--- src/rtl/piso_pkg.sv ---
// ---------------------------------------------------------------------------
// piso_pkg
// Shared types and line levels for the framed serial transmitter.
//   tx_state_t  : transmitter FSM states
//   IDLE_LEVEL  : level driven on the serial line between frames (and in stop bits)
//   START_LEVEL : level of the start bit
// Optional feature macro: PISO_PARITY_EN (PARITY state used only when defined).
// ---------------------------------------------------------------------------
package piso_pkg;

    typedef enum logic [2:0] {
        IDLE   = 3'd0,
        START  = 3'd1,
        DATA   = 3'd2,
        PARITY = 3'd3,
        STOP   = 3'd4
    } tx_state_t;

    localparam logic IDLE_LEVEL  = 1'b1;
    localparam logic START_LEVEL = 1'b0;

endpackage

--- src/rtl/piso_fifo.sv ---
// ---------------------------------------------------------------------------
// piso_fifo
// Synchronous FIFO buffering parallel words ahead of the serializer.
// Read data is presented combinationally from the head entry (show-ahead),
// so a pop and its data happen in the same cycle.
// Ports:
//   clk, rst     : clock, asynchronous active-high reset
//   wr_en        : write request (ignored when full)
//   wr_data      : word to write
//   rd_en        : pop request (ignored when empty)
//   rd_data      : head-of-queue word
//   full, empty  : status
//   level        : number of stored words (0..FIFO_DEPTH)
// ---------------------------------------------------------------------------
module piso_fifo
    import piso_pkg::*;
#(
    parameter int DATA_WIDTH = 8,
    parameter int FIFO_DEPTH = 4
) (
    input  logic                          clk,
    input  logic                          rst,
    input  logic                          wr_en,
    input  logic [DATA_WIDTH-1:0]         wr_data,
    input  logic                          rd_en,
    output logic [DATA_WIDTH-1:0]         rd_data,
    output logic                          full,
    output logic                          empty,
    output logic [$clog2(FIFO_DEPTH):0]   level
);

    localparam int AW = $clog2(FIFO_DEPTH);
    localparam logic [AW:0] PTR_ONE = {{AW{1'b0}}, 1'b1};

    // Pointers carry one extra wrap bit so full and empty are distinguishable.
    logic [AW:0]           wr_ptr_q, wr_ptr_d;
    logic [AW:0]           rd_ptr_q, rd_ptr_d;
    logic [DATA_WIDTH-1:0] mem_q [FIFO_DEPTH];
    logic                  push;
    logic                  pop;

    always_comb begin
        full     = (wr_ptr_q[AW] != rd_ptr_q[AW]) &&
                   (wr_ptr_q[AW-1:0] == rd_ptr_q[AW-1:0]);
        empty    = (wr_ptr_q == rd_ptr_q);
        push     = wr_en && !full;
        pop      = rd_en && !empty;
        wr_ptr_d = push ? (wr_ptr_q + PTR_ONE) : wr_ptr_q;
        rd_ptr_d = pop  ? (rd_ptr_q + PTR_ONE) : rd_ptr_q;
        level    = wr_ptr_q - rd_ptr_q;
        rd_data  = mem_q[rd_ptr_q[AW-1:0]];
    end

    always_ff @(posedge clk or posedge rst) begin
        if (rst) begin
            wr_ptr_q <= '0;
            rd_ptr_q <= '0;
        end else begin
            wr_ptr_q <= wr_ptr_d;
            rd_ptr_q <= rd_ptr_d;
        end
    end

    // Storage needs no reset: an entry is only read after it has been written.
    always_ff @(posedge clk) begin
        if (push) begin
            mem_q[wr_ptr_q[AW-1:0]] <= wr_data;
        end
    end

endmodule

--- src/rtl/piso_frame_serializer.sv ---
// ---------------------------------------------------------------------------
// piso_frame_serializer
// Parallel-in/serial-out transmitter. Words arrive on a valid/ready stream,
// are buffered in piso_fifo, and are sent as frames:
//   start bit (0), DATA_WIDTH data bits, optional even-parity bit, stop bit(s) (1).
// Each bit is held for CLKS_PER_BIT clocks. Back-to-back frames have no gap.
// Optional feature macro: PISO_PARITY_EN adds the parity bit after the data.
// Ports:
//   clk, rst    : clock, asynchronous active-high reset
//   s_valid     : s_data is valid
//   s_data      : word to transmit
//   s_ready     : buffer can accept a word (not full)
//   srl_out     : registered serial line, idles high
//   tx_active   : high while a frame is on srl_out
//   tx_done     : one-cycle pulse on the last cycle of the final stop bit
//   fifo_level  : words currently buffered
//
// state  | meaning
// IDLE   | line idle; pops the next word as soon as one is buffered
// START  | start bit
// DATA   | data bits, order set by MSB_FIRST
// PARITY | even parity bit (only with PISO_PARITY_EN)
// STOP   | stop bit(s); pops the next word on the last cycle if available
//
// All line-facing outputs are registered from the current state, so srl_out,
// tx_active and tx_done are mutually aligned and lag the FSM by one clock.
// ---------------------------------------------------------------------------
module piso_frame_serializer
    import piso_pkg::*;
#(
    parameter int DATA_WIDTH   = 8,
    parameter int FIFO_DEPTH   = 4,
    parameter int CLKS_PER_BIT = 4,
    parameter int STOP_BITS    = 1,
    parameter int MSB_FIRST    = 0
) (
    input  logic                          clk,
    input  logic                          rst,
    input  logic                          s_valid,
    input  logic [DATA_WIDTH-1:0]         s_data,
    output logic                          s_ready,
    output logic                          srl_out,
    output logic                          tx_active,
    output logic                          tx_done,
    output logic [$clog2(FIFO_DEPTH):0]   fifo_level
);

    localparam int CW = (CLKS_PER_BIT > 1) ? $clog2(CLKS_PER_BIT) : 1;
    localparam int BW = $clog2(DATA_WIDTH + 1);

    localparam logic [CW-1:0] CLK_LAST  = CW'(CLKS_PER_BIT - 1);
    localparam logic [CW-1:0] CLK_ONE   = CW'(1);
    localparam logic [BW-1:0] DATA_LAST = BW'(DATA_WIDTH - 1);
    localparam logic [BW-1:0] STOP_LAST = BW'(STOP_BITS - 1);
    localparam logic [BW-1:0] BIT_ONE   = BW'(1);

    tx_state_t             state_q, state_d;
    logic [CW-1:0]         clk_cnt_q, clk_cnt_d;
    logic [BW-1:0]         bit_cnt_q, bit_cnt_d;
    logic [DATA_WIDTH-1:0] shreg_q, shreg_d;
    logic                  srl_out_q, srl_out_d;
    logic                  tx_active_q, tx_active_d;
    logic                  tx_done_q, tx_done_d;
`ifdef PISO_PARITY_EN
    logic                  parity_q, parity_d;
`endif

    logic                  bit_end;
    logic                  fifo_push;
    logic                  fifo_pop;
    logic                  fifo_full;
    logic                  fifo_empty;
    logic [DATA_WIDTH-1:0] fifo_rd_data;

    assign s_ready    = !fifo_full;
    assign fifo_push  = s_valid && s_ready;
    assign srl_out    = srl_out_q;
    assign tx_active  = tx_active_q;
    assign tx_done    = tx_done_q;

    piso_fifo #(
        .DATA_WIDTH (DATA_WIDTH),
        .FIFO_DEPTH (FIFO_DEPTH)
    ) u_fifo (
        .clk     (clk),
        .rst     (rst),
        .wr_en   (fifo_push),
        .wr_data (s_data),
        .rd_en   (fifo_pop),
        .rd_data (fifo_rd_data),
        .full    (fifo_full),
        .empty   (fifo_empty),
        .level   (fifo_level)
    );

    always_comb begin
        state_d     = state_q;
        clk_cnt_d   = clk_cnt_q;
        bit_cnt_d   = bit_cnt_q;
        shreg_d     = shreg_q;
        srl_out_d   = IDLE_LEVEL;
        tx_active_d = (state_q != IDLE);
        tx_done_d   = 1'b0;
        fifo_pop    = 1'b0;
`ifdef PISO_PARITY_EN
        parity_d    = parity_q;
`endif
        bit_end     = (clk_cnt_q == CLK_LAST);

        // Divider runs only inside a frame and is back at 0 whenever IDLE is entered.
        if (state_q != IDLE) begin
            clk_cnt_d = bit_end ? '0 : (clk_cnt_q + CLK_ONE);
        end

        case (state_q)
            IDLE: begin
                if (!fifo_empty) begin
                    fifo_pop = 1'b1;
                    state_d  = START;
                end
            end

            START: begin
                srl_out_d = START_LEVEL;
                if (bit_end) begin
                    state_d = DATA;
                end
            end

            DATA: begin
                srl_out_d = (MSB_FIRST != 0) ? shreg_q[DATA_WIDTH-1] : shreg_q[0];
                if (bit_end) begin
                    shreg_d = (MSB_FIRST != 0) ? (shreg_q << 1) : (shreg_q >> 1);
                    if (bit_cnt_q == DATA_LAST) begin
                        bit_cnt_d = '0;
`ifdef PISO_PARITY_EN
                        state_d   = PARITY;
`else
                        state_d   = STOP;
`endif
                    end else begin
                        bit_cnt_d = bit_cnt_q + BIT_ONE;
                    end
                end
            end

`ifdef PISO_PARITY_EN
            PARITY: begin
                srl_out_d = parity_q;
                if (bit_end) begin
                    state_d = STOP;
                end
            end
`endif

            STOP: begin
                srl_out_d = IDLE_LEVEL;
                if (bit_end) begin
                    if (bit_cnt_q == STOP_LAST) begin
                        tx_done_d = 1'b1;
                        bit_cnt_d = '0;
                        // Chain straight into the next frame when a word is waiting.
                        if (!fifo_empty) begin
                            fifo_pop = 1'b1;
                            state_d  = START;
                        end else begin
                            state_d  = IDLE;
                        end
                    end else begin
                        bit_cnt_d = bit_cnt_q + BIT_ONE;
                    end
                end
            end

            default: begin
                state_d = IDLE;
            end
        endcase

        // The popped word is captured once; later FIFO writes cannot disturb it.
        if (fifo_pop) begin
            shreg_d  = fifo_rd_data;
`ifdef PISO_PARITY_EN
            parity_d = ^fifo_rd_data;
`endif
        end
    end

    always_ff @(posedge clk or posedge rst) begin
        if (rst) begin
            state_q     <= IDLE;
            clk_cnt_q   <= '0;
            bit_cnt_q   <= '0;
            shreg_q     <= '0;
            srl_out_q   <= IDLE_LEVEL;
            tx_active_q <= 1'b0;
            tx_done_q   <= 1'b0;
`ifdef PISO_PARITY_EN
            parity_q    <= 1'b0;
`endif
        end else begin
            state_q     <= state_d;
            clk_cnt_q   <= clk_cnt_d;
            bit_cnt_q   <= bit_cnt_d;
            shreg_q     <= shreg_d;
            srl_out_q   <= srl_out_d;
            tx_active_q <= tx_active_d;
            tx_done_q   <= tx_done_d;
`ifdef PISO_PARITY_EN
            parity_q    <= parity_d;
`endif
        end
    end

endmodule

--- config.mk ---
export PLATFORM = sky130hd
export DESIGN_NAME = piso_frame_serializer
export DESIGN_NICKNAME = d
export VERILOG_FILES = /design/src/rtl/piso_pkg.sv /design/src/rtl/piso_fifo.sv /design/src/rtl/piso_frame_serializer.sv
export SDC_FILE = /design/constraint.sdc
export NUM_CORES = 1
export LEC_CHECK = 0
export CORE_MARGIN = 2
export CORE_UTILIZATION = 40
export CTS_BUF_LIST = sky130_fd_sc_hd__clkbuf_4
export CTS_CLUSTER_DIAMETER = 60
export CTS_CLUSTER_SIZE = 14
export DETAILED_ROUTE_END_ITERATION = 16
export GPL_TIMING_DRIVEN = 0
export SETUP_SLACK_MARGIN = 0.5
export SLEW_MARGIN = 5
export SYNTH_ARGS = -nofsm -noshare
export SYNTH_HDL_FRONTEND = slang
export SYNTH_SLANG_ARGS = --single-unit
export TNS_END_PERCENT = 100
--- constraint.sdc ---
create_clock -name clk -period 4.8 [get_ports clk]
set_input_delay 0.96 -clock clk [delete_from_list [all_inputs] [get_ports clk]]
set_output_delay 0.96 -clock clk [all_outputs]
set_load 0.03 [all_outputs]
### Word level (Yosys, flattened, before mapping)

Memory sizes are Yosys's and may differ from the RTL's.
Index checks and enable logic that the tools add are counted.

* register bits after elaboration: 26
* bits in latches: 0
* memory bits (writable): 32
* memory bits (read-only): 0
* input bits: 11
* output and inout bits: 7
* word-level logic and storage cells: 71
* memories kept: 1

* $add $sub $neg: 5
* multiply operators: 0
* div/mod/pow operators: 0
* order comparisons: 0
* equality and inequality tests: 14
* shifts and indexed selects: 0
* mux-type cells: 27
* bitwise operators: 0
* reductions and logical operators: 15

Memory list
* u_fifo.mem_q: depth 4, width 8, read ports 1, clocked after memory_dff 0, wr ports 1, RTL line piso_fifo.sv:38 `logic [DATA_WIDTH-1:0] mem_q [FIFO_DEPTH];`

Operator list (number)
* 2-to-1 mux 8 bit: 3
* 2-to-1 mux 3 bit: 6
* 2-to-1 mux 4 bit: 4
* inequality test 2 bit (second input constant): 6
* case mux 3 bit (4 select lines): 1
* 2-to-1 mux 1 bit: 9
* case mux 4 bit (2 select lines): 1
* adder 3 x 1 -> 3 bit (second input constant): 2
* AND reduction 6 bit: 1
* nonzero test 2 bit: 3
* adder 4 x 1 -> 4 bit (second input constant): 1
* == test 4 x 3 -> 1 bit (second input constant): 1
* logical AND 1 bit: 4
* zero test 4 bit: 1
* case mux 1 bit (2 select lines): 2
* == test 3 x 1 -> 1 bit (second input constant): 1
* == test 3 x 2 -> 1 bit (second input constant): 1
* == test 3 bit: 1
* == test 3 bit (second input constant): 1
* zero test 3 bit: 1
* AND reduction 3 bit: 1
* nonzero test 3 bit: 1
* subtractor 3 bit: 1
* adder 2 x 1 -> 2 bit (second input constant): 1
* other kinds (6): 7

### Logic depth before layout (Yosys ltp)

Gate-level depths: netlist (run 1).

* depth in word-level cells: 7
* mapped depth: 8
* mapped depth without buffers: 6

### Modules after synthesis

A second synthesis (run 1) with hierarchy kept.

* cell total of the unflattened synthesis: 181
* area total of the unflattened synthesis: 2770.2 µm²

By module, submodules not included
* piso_fifo: instances 1, cells each 87, area each 1611.5 µm², sequential area each 1111.1 µm²
* piso_frame_serializer: instances 1, cells each 94, area each 1158.6 µm², sequential area each 501.7 µm²

### Least setup slack after synthesis (run 1)

No wires, ideal clock.

* path kind: register to output
* from: register u_fifo.wr_ptr_q[0]
* to: output port fifo_level[2]
* arrival time: 1.552 ns
* data required time: 3.840 ns
* path slack: 2.288 ns
* cell stages (with the launch flop): 5
* path buffers: 0
* path through: dfrtp_1 inv_1 ha_1 fa_1 xnor2_1

* cells in the longest elaborated chain, start to end: 1

Ends and longest elaborated chain
* from (decl): RTL line piso_fifo.sv:36 `logic [AW:0] wr_ptr_q, wr_ptr_d;`
* from (signal assigned): RTL line piso_fifo.sv:59 `wr_ptr_q <= wr_ptr_d;`
* subtractor 3 bit: RTL line piso_fifo.sv:50 `level = wr_ptr_q - rd_ptr_q;`
* to (decl): RTL line piso_frame_serializer.sv:45 `output logic [$clog2(FIFO_DEPTH):0] fifo_level`

Every way passes these cells.

### Worst setup path after layout (run 1)

* from: register u_fifo.rd_ptr_q[1]
* to: output port s_ready

* cells in the longest elaborated chain, start to end: 3

Ends and longest elaborated chain
* from (decl): RTL line piso_fifo.sv:37 `logic [AW:0] rd_ptr_q, rd_ptr_d;`
* from (signal assigned): RTL line piso_fifo.sv:60 `rd_ptr_q <= rd_ptr_d;`
* == test 2 bit: RTL line piso_fifo.sv:44 `(wr_ptr_q[AW-1:0] == rd_ptr_q[AW-1:0]);`
* logical AND 1 bit: RTL line piso_fifo.sv:43 `full = (wr_ptr_q[AW] != rd_ptr_q[AW]) &&`
* zero test 1 bit: RTL line piso_frame_serializer.sv:75 `assign s_ready = !fifo_full;`
* to (decl): RTL line piso_frame_serializer.sv:41 `output logic s_ready,`

Every way passes these cells.

==> impl_metrics.py, run 1 <==
metrics = {
    "yosys": {
        "synth_top_area_share_pct": 37.3,
        "synth_seq_cells": 58,
        "synth_compound_area_share_pct": 5.15,
        "synth.mux.area_fraction_pct": 10.9,
        "syn-num-nets": 204,
        "synth_edf_count": 32,
        "synth_top_family_by_area": "multiplexers",
        "syn_area_um2": 2570,
        "netlist-cell-type-count": 40,
        "synth_xor_area_share_pct": 2.67,
        "synthAdderAreaFrac_pct": 5.64,
        "yosys-top-cells-area": "edfxtp_1, dfrtp_1, mux4_2",
        "seq_area_frac_synth_pct": 62.6,
        "syn_inst": 182,
        "yosys.area_share.simple_pct": 10.2,
        "yosysWarningCount": 0,
        "synth_flop_cell": "edfxtp_1",
        "syn-mean-instance-area_um2": 14.1,
        "yosysTopAreaCell": "edfxtp_1",
        "synthArstFlopShare_pct": 44.8,
    },
    "setup_path": {
        "crit_path_max_fanout": 9,
        "cp.required_ns": 3.84,
        "path_buf_inv": 3,
        "critPathArrivalTime_ns": 2.61,
        "crit_path_end_kind": "output pin",
        "crit_type": "flip-flop to output pin",
        "crit_chain": "clkbuf_1, inv_1, ha_1, and2_1, nand2b_1, clkdlybuf4s50_1",
        "worst_path_max_delay_cell": "clkdlybuf4s50_1",
        "cpPeakStageDelay_ns": 0.66,
        "crit_family": "buffers and inverters",
        "cp-start-kind": "flip-flop",
    },
    "global_route": {
        "grt_pass1_vias": 1416,
        "antenna_found_initial": 0,
        "grt_max_degree": 27,
        "grt_use_total_pct": 12.7,
        "grt_pass1_wl_mm": 6.73,
        "overflow": 0,
    },
    "sta": {
        "worst_slack_ns": 1.23,
        "rsz0062_at_grt": "no",
        "tns_ns": 0,
        "tightest_slew_ns": 0.976,
        "period_needed_ns": 3.57,
        "holdWs_ns": 0.490,
        "max_freq_mhz": 280,
        "drv_slew": 0,
        "fin_crit_sh_pct": 74.5,
        "hold_viol_final": 0,
        "setup_viol": 0,
        "skew_ns": 0.00808,
        "slew-limit-headroom_pct": 34.9,
    },
    "die": {
        "dieWidth_um": 84.2,
        "die_y_um": 84.2,
        "io_pins": 18,
        "dieArea_um2": 7100,
        "placeableCoreArea_um2": 6280,
        "rows": 29,
        "start_util_pct": 41.0,
    },
    "pwr": {
        "p_leak_uw": 0.00115,
        "ir_drop_v": 0.000337,
        "powerDensity_nw_per_um2": 640,
    },
    "routing": {
        "drc": 0,
        "vias_per_cell": 4.88,
        "drtPass1Iterations": 4,
        "drt-total-wl_mm": 3.97,
        "vias": 1425,
        "drt_iter0_markers": 70,
        "ant_nets": 0,
        "post_drt_wl_per_cell_um": 13.6,
    },
    "cts": {
        "cts_buffers": 9,
        "cts_tree": "done",
        "cts-resized-gates": 0,
        "path_clk_slew_ns": 0.11,
        "ctsHoldBuffers": 0,
        "clock_path_buffers": 2,
        "htree_levels": 3,
        "cts_sinks": 58,
        "insertion_delay_ns": 0.40,
        "cts_setup_buffers": 0,
        "cts-root-buf": "clkbuf_4",
    },
    "layout": {
        "layout.cells.non_filler": 292,
        "fillerInstances": 576,
        "fin_nets": 232,
        "post-route-util_pct": 48.0,
        "drive_above_1_share_pct": 17.2,
        "area_growth_pct": 17.0,
        "n_antenna_cell": 0,
        "layout_commonest_cell": "edfxtp_1",
        "most-common-layout-cells": "edfxtp_1, dfrtp_1, nand2_1",
    },
    "placement": {
        "preCtsSetupSlack_ns": 1.61,
        "hpwlAfterDp_mm": 2.69,
        "gp_congestion": 0.756,
        "placedCellCount": 276,
        "port_buffers": 17,
    },
    "flow_run": {
        "drv_cap": 0,
    },
    "hold_path": {
        "hp-class": "flip-flop to flip-flop",
    },
    "run_status": {
        "outcome": "finished clean",
    },
}
[metal layers]
metal | part of all wire [%] | up-vias | global-route usage, % | routed length (um)
met5 | 0 | - | 0 | 0
met2 | 45 | 22 | 18.8 | 1800
met1 | 48 | 685 | 16.0 | 1910
met3 | 3.4 | 12 | 3.93 | 134
li1 | - | 706 | - | -
met4 | 3.2 | 0 | 8.36 | 126
[flip-flops by register name (all words and copies together), names as in the netlist]
| signal | cells |
|---|---|
| clk_cnt_q | 2 |
| state_q | 3 |
| tx_done | 1 |
| tx_active | 1 |
| bit_cnt_q | 4 |
| shreg_q | 8 |
| u_fifo.wr_ptr_q | 3 |
| srl_out | 1 |
| u_fifo.rd_ptr_q | 3 |
| u_fifo.mem_q | 32 |
[final timing paths]
path	from	depth (start not counted)	slack (ns)	end
max	u_fifo.rd_ptr_q[1]	6	1.23	s_ready
min	u_fifo.wr_ptr_q[2]	1	0.49	u_fifo.wr_ptr_q[2]
max reg2reg	u_fifo.rd_ptr_q[1]	6	2.51	u_fifo.mem_q[0][0]
min reg2reg	u_fifo.wr_ptr_q[2]	1	0.49	u_fifo.wr_ptr_q[2]
max in group asynchronous	rst	2	3.14	u_fifo.wr_ptr_q[0]
min in group asynchronous	rst	2	1.07	bit_cnt_q[0]
[metrics by stage]
step	total power, uW	area, um2
2_1_floorplan	1310	2570
3_3_place_gp	1530	2840
3_5_place_dp	1540	2840
4_1_cts	1950	3010
5_1_grt	2060	3010
6_report	1930	3010
[final cells by class]
class                   count  area [um2]  area share, %
clock inverters             7         103           3.41
repair buffers             17         170           5.65
multi-input cells         107         890           29.5
plain buffers               6        31.3           1.04
inverters                  11        41.3           1.37
well taps                  77        96.3           3.20
flip-flops and latches     58        1610           53.6
clock buffers               9        67.6           2.24
[kinds of logic (layout without fill, tap and decap cells)]
| logic type | Yosys count | after routing |
|---|---|---|
| AO/OA/AOI/OAI | 22 | 22 |
| XOR/XNOR | 7 | 7 |
| adder cells (fa/ha/maj) | 11 | 11 |
| buffers and inverters | 17 | 50 |
| flip-flops | 58 | 58 |
| multiplexers | 18 | 18 |
| AND/OR/NAND/NOR | 49 | 49 |
[synth_stat cells (2+ instances only)]
| cell | instances |
|---|---|
| mux4_2 | 8 |
| nor3b_1 | 3 |
| nor2_1 | 3 |
| nor2b_1 | 2 |
| nor3_1 | 2 |
| buf_2 | 4 |
| edfxtp_1 | 32 |
| and2_1 | 4 |
| nand2_1 | 20 |
| xnor2_1 | 4 |
| inv_1 | 11 |
| nand3_1 | 4 |
| o21ai_0 | 14 |
| nand2b_1 | 3 |
| mux2i_1 | 9 |
| dfrtp_1 | 25 |
| ha_1 | 10 |
| xor2_1 | 2 |
[report_power, final]
group	internal, uW	leakage [uW]	switching, uW
clock network	215	0.0000867	204
registers	684	0.000616	67.5
logic	335	0.000452	420
total	1230	0.00115	692
(Power assumes the default switching activity.)
==> run 2, diff against run 1 <==
==> constraint.sdc (replaced) <==
create_clock -name clk -period 3.4 [get_ports clk]
set_input_delay 0.68 -clock clk [delete_from_list [all_inputs] [get_ports clk]]
set_output_delay 0.68 -clock clk [all_outputs]
set_load 0.03 [all_outputs]
==> run 2 against run 1 <==
  * First-iteration DRC count grew 20%
  * Non-clock buffer count unchanged
  * Sequential share of layout area up 0.11 points
  * Die area unchanged
  * Final area down 0.21%
  * Clock-buffer cell count did not move
  * Cell count unchanged
  * Combinational power up 36%
  * Critical endpoint is now fifo_level[2]
==> impl_metrics.py, run 2 (synthesis results as in run 1) <==
metrics = {
    "run_status": {
        "outcome": "finished clean",
    },
    "global_route": {
        "grt_max_degree": 27,
        "grt_pass1_vias": 1428,
        "overflow": 0,
        "grt_pass1_wl_mm": 6.76,
        "antenna_found_initial": 0,
        "grt_use_total_pct": 12.7,
    },
    "setup_path": {
        "crit_path_max_fanout": 4,
        "cp.required_ns": 2.72,
        "crit_path_end_kind": "output pin",
        "cp-start-kind": "flip-flop",
        "critPathArrivalTime_ns": 2.04,
        "crit_type": "flip-flop to output pin",
    },
    "layout": {
        "largest_reg_flops": 32,
        "fin_nets": 232,
        "n_antenna_cell": 0,
        "area_growth_pct": 16.7,
        "layout_commonest_cell": "edfxtp_1",
        "drive_above_1_share_pct": 18.1,
        "design_area_um2": 3010,
        "most-common-layout-cells": "edfxtp_1, dfrtp_1, nand2_1",
    },
    "routing": {
        "vias_per_cell": 4.90,
        "drt_iter0_markers": 84,
        "drt-total-wl_mm": 3.97,
        "drc": 0,
        "post_drt_wl_per_cell_um": 13.6,
        "vias": 1431,
        "ant_nets": 0,
        "drtPass1Iterations": 4,
    },
    "cts": {
        "cts-resized-gates": 4,
        "path_clk_slew_ns": 0.11,
        "cts_sinks": 58,
        "cts_buffers": 9,
        "ctsHoldBuffers": 0,
        "cts_tree": "done",
        "clock_path_buffers": 2,
        "htree_levels": 3,
        "cts_setup_buffers": 0,
        "cts-root-buf": "clkbuf_4",
        "insertion_delay_ns": 0.41,
    },
    "sta": {
        "max_freq_mhz": 368,
        "skew_ns": 0.00799,
        "slew-limit-headroom_pct": 34.9,
        "setup_viol": 0,
        "hold_viol_final": 0,
        "rsz0062_at_grt": "no",
        "drv_slew": 0,
        "period_needed_ns": 2.72,
        "tns_ns": 0,
        "tightest_slew_ns": 0.976,
        "fin_crit_sh_pct": 79.9,
    },
    "die": {
        "die_y_um": 84.2,
        "start_util_pct": 41.0,
        "rows": 29,
        "dieWidth_um": 84.2,
        "placeableCoreArea_um2": 6280,
        "dieArea_um2": 7100,
        "io_pins": 18,
    },
    "placement": {
        "gp_congestion": 0.756,
        "port_buffers": 17,
        "hpwlAfterDp_mm": 2.69,
        "place_area_um2": 2840,
    },
    "hold_path": {
        "hp-class": "flip-flop to flip-flop",
    },
    "pwr": {
        "p_leak_uw": 0.00116,
        "powerDensity_nw_per_um2": 893,
        "ir_drop_v": 0.000471,
    },
    "flow_run": {
        "drv_cap": 0,
    },
}
run 2: changes by cell type in the layout (fill, tap and decap cells not counted):
cell,before,now
buf_2,4,5
clkbuf_1,1,0
clkbuf_2,0,1
clkdlybuf4s50_1,17,14
dlygate4sd2_1,0,2
run 2: metal layers:
layer | vias to the layer above | part of all wire, % | global-route usage, %
met2 | 22 | 46 | 18.9
li1 | 707 | - | -
met4 | 0 | 3.1 | 8.36
met3 | 12 | 3.3 | 3.93
met5 | - | 0 | 0
met1 | 690 | 48 | 16.0
run 2: area by class of cell:
type	count	area [um2]
fill	580	3270
inverter	11	41.3
timing repair buffer	17	163
clock inverter	7	103
tap	77	96.3
sequential	58	1610
multi-input combinational	107	890
clock buffer	9	67.6
buffer	6	32.5
run 2: report_power, final:
group | total (uW) | switching, uW | internal [uW]
sequential | 1060 | 95.4 | 966
combinational | 1030 | 593 | 439
clock | 591 | 288 | 304
run 2: per-stage QoR:
stage	instances	utilization [%]	hold WS [ns]	setup slack, ns	power (uW)
floorplan	182	-	0.462	1.17	1850
global placement	276	45.3	0.479	0.483	2160
detailed placement	276	45.3	0.482	0.485	2170
CTS	292	47.9	0.496	0.516	2720
global route	292	47.9	0.511	0.551	2880
finish	292	47.9	0.490	0.684	2680
run 2: path summary, 6_finish.rpt:
check                                   startpoint                  to  slack (ns)  depth (start not counted)
worst min-delay path            u_fifo.wr_ptr_q[2]  u_fifo.wr_ptr_q[2]        0.49                          1
max in group asynchronous                      rst  u_fifo.wr_ptr_q[0]        2.02                          2
worst min register to register  u_fifo.wr_ptr_q[2]  u_fifo.wr_ptr_q[2]        0.49                          1
min in group asynchronous                      rst        bit_cnt_q[0]        0.79                          2
worst max register to register  u_fifo.rd_ptr_q[1]  u_fifo.mem_q[0][0]        1.33                          6
worst max-delay path            u_fifo.wr_ptr_q[0]       fifo_level[2]        0.68                          5
run 2: critical path, stage by stage, from the launching register on:
cell	delay (ns)
dfrtp_1	0.39
inv_1	0.11
ha_1	0.21
fa_1	0.37
xnor2_1	0.15
dlygate4sd2_1	0.41
==> run 3, diff against run 2 <==
==> constraint.sdc (replaced) <==
create_clock -name clk -period 2.8 [get_ports clk]
set_input_delay 0.56 -clock clk [delete_from_list [all_inputs] [get_ports clk]]
set_output_delay 0.56 -clock clk [all_outputs]
set_load 0.03 [all_outputs]
==> run 3 against run 2 <==
  * Clock power up 21%
  * Clock-buffer cell count unchanged
  * Sequential power up 22%
  * Non-clock buffer count up 5
  * Highest routed layer unchanged
  * Sequential cell count unchanged
  * Worst setup slack worse by 0.12 ns
  * Critical endpoint is now fifo_level[1]
==> impl_metrics.py, run 3 (synthesis results as in run 1) <==
metrics = {
    "setup_path": {
        "crit_type": "flip-flop to output pin",
        "rrSetupSlack_ns": 0.90,
        "reg2reg_from": "u_fifo.rd_ptr_q[2]",
        "reg2reg_to": "u_fifo.mem_q[0][0]",
        "cp-start-kind": "flip-flop",
        "critPathArrivalTime_ns": 1.68,
        "cp.required_ns": 2.24,
        "crit_path_end_kind": "output pin",
        "crit_path_max_fanout": 2,
        "r2r_cells": 3,
    },
    "sta": {
        "rsz0062_at_grt": "no",
        "setup_viol": 0,
        "tightest_slew_ns": 0.990,
        "drv_slew": 0,
        "skew_ns": 0.00789,
        "holdWs_ns": 0.490,
        "hold_viol_final": 0,
        "slew-limit-headroom_pct": 33.9,
        "tns_ns": 0,
        "max_freq_mhz": 447,
        "fin_crit_sh_pct": 79.8,
        "period_needed_ns": 2.24,
        "worst_slack_ns": 0.565,
    },
    "layout": {
        "area_growth_pct": 19.5,
        "layout_commonest_cell": "edfxtp_1",
        "post-route-util_pct": 49.0,
        "most-common-layout-cells": "edfxtp_1, dfrtp_1, nand2_1",
        "multi_input_area_um2": 907,
        "fillerInstances": 580,
        "n_antenna_cell": 0,
        "largest_reg_flops": 32,
        "design_area_um2": 3080,
        "seqCellArea_um2": 1610,
        "drive_above_1_share_pct": 23.6,
        "fin_nets": 237,
    },
    "cts": {
        "htree_levels": 3,
        "cts-root-buf": "clkbuf_4",
        "insertion_delay_ns": 0.40,
        "path_clk_slew_ns": 0.11,
        "cts_sinks": 58,
        "ctsHoldBuffers": 0,
        "cts_tree": "done",
        "clock_path_buffers": 2,
        "cts_buffers": 9,
    },
    "flow_run": {
        "drv_cap": 0,
    },
    "die": {
        "placeableCoreArea_um2": 6280,
        "die_y_um": 84.2,
        "io_pins": 18,
        "dieWidth_um": 84.2,
        "dieArea_um2": 7100,
        "start_util_pct": 41.0,
        "rows": 29,
    },
    "routing": {
        "drtPass1Iterations": 4,
        "vias_per_cell": 4.84,
        "vias": 1436,
        "drc": 0,
        "post_drt_wl_per_cell_um": 13.7,
        "ant_nets": 0,
        "drt-total-wl_mm": 4.08,
        "drt_iter0_markers": 69,
    },
    "placement": {
        "port_buffers": 17,
        "place_area_um2": 2840,
        "preCtsSetupSlack_ns": 0.00530,
        "hpwlAfterDp_mm": 2.69,
        "gp_congestion": 0.756,
    },
    "global_route": {
        "grt_pass1_vias": 1435,
        "grt_use_met2_pct": 19.5,
        "grt_max_degree": 27,
        "use_met1_pct": 15.9,
        "antenna_found_initial": 0,
        "overflow": 0,
        "grt_pass1_wl_mm": 6.82,
        "grt_use_total_pct": 12.8,
        "grt_use_met3_pct": 3.93,
        "top_usage_layer": "met2",
    },
    "hold_path": {
        "min_path_cells": 1,
        "hp-class": "flip-flop to flip-flop",
        "holdPathEnd": "u_fifo.wr_ptr_q[2]",
        "min_from": "u_fifo.wr_ptr_q[2]",
    },
    "pwr": {
        "powerDensity_nw_per_um2": 1110,
        "p_leak_uw": 0.00119,
        "ir_drop_v": 0.000603,
    },
    "run_status": {
        "outcome": "finished clean",
    },
}
run 3: cell types whose count changed in the layout (fill, tap and decap cells not counted), sizes merged:
cell | previous run | this run
clkdlybuf4s50 | 14 | 13
dlygate4sd2 | 2 | 1
buf | 6 | 14
clkbuf | 10 | 9
run 3: critical path, cell delays in order (launching register included):
cell	delay (ns)
dfrtp_1	0.43
ha_4	0.17
fa_2	0.52
inv_2	0.04
buf_6	0.12
run 3: metrics by stage:
stage,power (uW),cells
after floorplan,2250,182
after global placement,2620,276
after detailed placement,2630,276
after CTS,3380,296
after global routing,3650,297
final,3420,297
run 3: worst max-delay path by stage:
| stage | from | end | slack [ns] | cells past startpoint |
|---|---|---|---|---|
| CTS | u_fifo.rd_ptr_q[1] | s_ready | 0.33 | 6 |
| detailed placement | u_fifo.rd_ptr_q[1] | s_ready | 0.005 | 6 |
| finish | u_fifo.rd_ptr_q[0] | fifo_level[1] | 0.56 | 4 |
| global route | u_fifo.wr_ptr_q[0] | fifo_level[1] | 0.50 | 5 |
| floorplan | u_fifo.wr_ptr_q[0] | fifo_level[2] | 0.69 | 4 |
| global placement | u_fifo.rd_ptr_q[1] | s_ready | 0.003 | 6 |
run 3: metal layers:
metal	up-vias	part of all wire, %
met1	685	48
met4	0	2.7
met2	22	46
li1	718	-
met3	11	3.0
met5	-	0
run 3: timing repair:
item,4_1_cts,5_1_grt
setup endpoints to repair,29,2
setup buffers,4,1
pin swaps,1,1
resized for setup,22,11
run 3: where the power goes:
group / switching (uW) / internal (uW) / total, uW
Combinational: 759 / 652 / 1410
Clock: 349 / 369 / 718
Sequential: 117 / 1170 / 1290
run 3: cell type report:
| cell class | count | share of cell area, % |
|---|---|---|
| Multi-Input combinational cell | 107 | 29.5 |
| Buffer | 6 | 1.38 |
| Tap cell | 77 | 3.13 |
| Clock inverter | 7 | 3.33 |
| Sequential cell | 58 | 52.4 |
| Timing Repair Buffer | 22 | 6.71 |
| Clock buffer | 9 | 2.20 |
| Inverter | 11 | 1.34 |
